## src/rtl/interrupt_controller.sv

```systemverilog
// Priority interrupt controller: edge-detected requests, per-line enables, nested in-service
// tracking and sticky lost-request flags. Lower bit index means higher priority.
module interrupt_controller (
    input  logic       clk,
    input  logic       reset,
    input  logic [7:0] irq,
    input  logic [7:0] s_calli,
    input  logic       s_reti,
    input  logic       we_en,
    input  logic [7:0] en_in,
    output logic [7:0] min_bit_s,
    output logic [7:0] min_bit_a,
    output logic [7:0] int_a,
    output logic [7:0] lost
);

    logic [7:2] irq_q;
    logic [7:2] pend_q, pend_d;
    logic [7:2] lost_q, lost_d;
    logic [7:2] en_q, en_d;
    logic [7:2] rise;
    logic [7:0] int_a_q, int_a_d;
    logic [7:0] elig;
    logic [7:0] calli_low;
    logic [7:0] reti_clr;
    // Low on the first edge after reset so lines held high through reset raise no request.
    logic       armed_q;

    // Lines 1:0 are driven internally; their external inputs are intentionally dropped.
    logic unused_bits;
    assign unused_bits = ^{irq[1:0], en_in[1:0]};

    always_comb begin
        rise      = irq[7:2] & ~irq_q & {6{armed_q}};
        elig      = {pend_q, 2'b00} & {en_q, 2'b11} & ~int_a_q;
        // x & -x isolates the lowest set bit, i.e. the most urgent line.
        min_bit_s = elig & (~elig + 8'd1);
        min_bit_a = int_a_q & (~int_a_q + 8'd1);
        calli_low = s_calli & (~s_calli + 8'd1);
        reti_clr  = s_reti ? min_bit_a : 8'd0;
        int_a_d   = (int_a_q & ~reti_clr) | calli_low;
        // A fresh edge wins over a coincident dispatch of the same line.
        pend_d    = (pend_q & ~calli_low[7:2]) | rise;
        lost_d    = (we_en ? 6'd0 : lost_q) | (rise & pend_q);
        en_d      = we_en ? en_in[7:2] : en_q;
    end

    assign int_a = int_a_q;
    assign lost  = {lost_q, 2'b00};

    always_ff @(posedge clk) begin
        if (reset) begin
            irq_q   <= '0;
            pend_q  <= '0;
            lost_q  <= '0;
            en_q    <= '0;
            int_a_q <= '0;
            armed_q <= 1'b0;
        end else begin
            irq_q   <= irq[7:2];
            pend_q  <= pend_d;
            lost_q  <= lost_d;
            en_q    <= en_d;
            int_a_q <= int_a_d;
            armed_q <= 1'b1;
        end
    end

endmodule

```

## config.mk

```make
export PLATFORM = sky130hd
export DESIGN_NAME = interrupt_controller
export DESIGN_NICKNAME = d
export VERILOG_FILES = /design/src/rtl/interrupt_controller.sv
export SDC_FILE = /design/constraint.sdc
export NUM_CORES = 1
export LEC_CHECK = 0
export CAP_MARGIN = 15
export CELL_PAD_IN_SITES_DETAIL_PLACEMENT = 0
export CELL_PAD_IN_SITES_GLOBAL_PLACEMENT = 1
export CORE_AREA = 3 3 77 79
export CTS_CLUSTER_DIAMETER = 60
export DETAILED_ROUTE_END_ITERATION = 8
export DIE_AREA = 0 0 80 82
export MAX_ROUTING_LAYER = met4
export PLACE_DENSITY_LB_ADDON = 0.1
export SLEW_MARGIN = 20
export SYNTH_ARGS = -nofsm -noshare
export SYNTH_HDL_FRONTEND = slang
export SYNTH_SLANG_ARGS = --single-unit
export TNS_END_PERCENT = 50
```

## constraint.sdc

```tcl
create_clock -name clk -period 1.4 [get_ports clk]
set_input_delay 0.28 -clock clk [delete_from_list [all_inputs] [get_ports clk]]
set_output_delay 0.28 -clock clk [all_outputs]
set_load 0.05 [all_outputs]
```

==> summary.txt <==
Outcome
  • Status: finished, violations left
  • Failing checks: negative setup slack

Placed design
  • RePlAce Congestion: 0.7263
  • Worst slack at placement: -0.4124 ns
  • I/O Buffers: 51
  • DP Wirelength: approximately 3300 um
  • Placed Cells incl. Taps: between 200 and 300

Floorplan
  • Num rows: 27
  • Initial core utilization: a little over a quarter
  • Floorplan die width: about 80 um
  • Core Area: ~5400 um^2
  • I/O pin total: 60
  • Die area: approximately 6600 um^2
  • Die Ht: about 82 um

Critical path
  • Worst-path fanout max: 3
  • Levels on crit path: 4
  • Critical Path Max Stage Delay: 0.42 ns
  • Worst Setup End Kind: primary output
  • Top Family by Delay on Critical Path: simple AND/OR/NAND/NOR gates
  • Cells on worst reg2reg path: 6
  • Req. time, crit path: about 1.1 ns
  • Flop-to-flop setup slack: -0.15 ns
  • CP max stage cell: or3_4
  • Worst path cell trace: or3_4 -> buf_6 -> nor4b_4 -> buf_12
  • Crit path launch type: register
  • Worst path bufs/invs: 2
  • Worst Path Class, Setup: reg -> out
  • Data arrival, critical path: approximately 1.6 ns

GRT
  • Vias in the first global route: approximately 1400
  • GR Util All Layers: ~13%
  • Largest net degree at the start of global routing: 17
  • Remaining Overflow, GRT: 0
  • Wire length of the first global-routing pass: 6548 um
  • Initial antenna violation count: 0

STA
  • Worst hold slack: around 0.5 ns
  • Final Critical Period: around 1.9 ns
  • Fmax: around 530 MHz
  • Hold Fails Final Rpt: 0
  • # setup viols final: 16
  • Period utilisation layout: 134.9%
  • Clk_skew: slightly below 0.01 ns
  • Slew Limit Fails: 0
  • Total negative slack: -4.271 ns
  • Setup ws final: -0.4880 ns
  • RSZ-0062 raised after global routing: yes

Worst hold path
  • WHS Path Cells: 3
  • Hold Crit Class: in -> reg

Detailed routing
  • ANT nets after route: 0
  • Via count: 1407
  • Initial DRT Pass Iterations: 4
  • Final WL: 4208 um
  • WL/cell: 13.57 um
  • Via density: around 4.5
  • 1st-iter DRT viols: 32
  • DRC viols: 0

Synth
  • Ranking of synthesized cells by area: dfxtp_1, a21oi_1, mux2i_1
  • Synth Instances: around 150
  • Post-synth top area share: around 47%
  • Asr flop ratio synth: 0%
  • Sequential share of the synthesized area: 46.77%
  • Top FF cell, synth: dfxtp_1
  • Most common cell in the netlist: dfxtp_1
  • Synth area leader: dfxtp_1
  • #FFs+latches synth: 33
  • Post-synth top cells: dfxtp_1, a21oi_1, nor2_1, nand2b_1
  • Post-synth EDFFs: 0
  • Synth cell types: 38
  • Post-Syn Area: roughly 1400 um^2
  • Synth Area per Inst: 9.355 um^2
  • Yosys warnings: 0

CTS
  • Root buf cell: clkbuf_8
  • CTS Buffer Depth: 2
  • TritonCTS clock tree: done
  • CTS H-tree depth: 2
  • Post-cts hold buffer count: 0
  • Clock sinks: 33
  • Clock transition at the registers of the reported paths: roughly 0.060 ns
  • Inserted Clock Buffers: 5
  • Clk_lat worst skew: 0.28 ns

Power
  • Power share of the clock group: 33.9%
  • Maximum vdd drop: between 500 and 600 uV
  • Combinational share of power: 22.2%
  • Sequential Power Share: between 40 and 50%
  • P_sw: ~0.61 mW
  • Net Sw Frac: a little over a quarter
  • Int Pwr: 1.679 mW
  • Pwr dens: between 800 and 900 nW/um^2
  • Static Leakage: between 1 and 1.5 nW

Cells and area
  • ANT cells: 0
  • Area of the multi-input gates: 867.1 um^2
  • Share of cells above drive strength 1: between 40% and 50%
  • Register area: between 600 and 700 um^2
  • Final Net Count: 266
  • Filler cells: ~520
  • Fin util: between 50 and 60%
  • Area delta synth->final: 102.2%
  • Final non-filler cell total: 310

Flow run
  • Maxcap violations: 0
## path summary, 6_finish.rpt
path              start            to
max            int_a[0]  min_bit_a[5]
min reg2reg     en_q[4]       en_q[4]
min          s_calli[2]      int_a[3]
max reg2reg    int_a[0]      int_a[6]
## tightest hold or removal path, stage by stage
cell and delay (ns):
dlygate4sd2_1 0.24, or4b_4 0.15, a21oi_1 0.06
## flip-flops by register name, summed over array words and instances, names as in the netlist
register  count
irq_q         6
armed_q       1
en_q          6
pend_q        6
int_a         8
lost_q        6
## cell type report
type / count / share of cell area [%]
timing repair buffer: 88 / 38.20
tap: 72 / 3.154
clock inverter: 1 / 0.1752
sequential: 33 / 23.87
multi-input combinational: 104 / 30.35
inverter: 6 / 0.9636
clock buffer: 6 / 3.285
## logic make-up after synthesis
group           Yosys count  synth area share (%)
simple gates             66                 29.14
other cells               1                0.2655
mux                       6                 4.252
buf+inv                  17                 6.378
flops                    33                 46.77
compound gates           28                 13.20
## layout by cell type (no fill, tap or decap), types with 3 or more instances in the layout
master / count
a21oi_1: 12
a31o_2: 3
buf_12: 28
buf_4: 30
buf_6: 7
clkbuf_8: 5
clkdlybuf4s50_1: 20
conb_1: 4
dfxtp_1: 26
dfxtp_4: 5
dlygate4sd2_1: 3
inv_1: 5
mux2i_1: 6
nand2_1: 5
nand2b_1: 8
nand3b_1: 5
nand4b_1: 5
nor2_1: 11
nor2_4: 3
nor2b_1: 6
nor3b_4: 3
## power by group through the flow
stage                     logic, mW  clock network [mW]  registers (mW)
after floorplan               0.193                   0            1.06
after global routing          0.537               0.838            1.01
after CTS                     0.495               0.801            1.01
after detailed placement      0.460                   0            1.03
after global placement        0.456                   0            1.03
final                         0.507               0.776            1.01
## stage by stage
step,instance area (um^2),power (mW)
detailed placement,2587,1.486
CTS,2800,2.302
floorplan,1526,1.250
global route,2856,2.387
global placement,2587,1.481
finish,2856,2.290
## what timing repair did
item | 4_1_cts | 5_1_grt
resized for setup | 24 | 10
pin swaps | 15 | 6
cloned | 0 | 0
endpoints found under the setup margin | 23 | 17
setup buffers | 3 | 2
## routing by layer
layer | routed length [um] | vias up | track usage (%) | part of all wire [%]
met2 | 2214 | 39 | 22.43 | 53
li1 | - | 705 | - | -
met4 | 33 | 0 | 4.392 | 0.78
met3 | 192 | 4 | 3.509 | 4.6
met1 | 1768 | 659 | 15.88 | 42
met5 | 0 | - | - | 0
No activity file was read; power rests on OpenSTA's default activity.
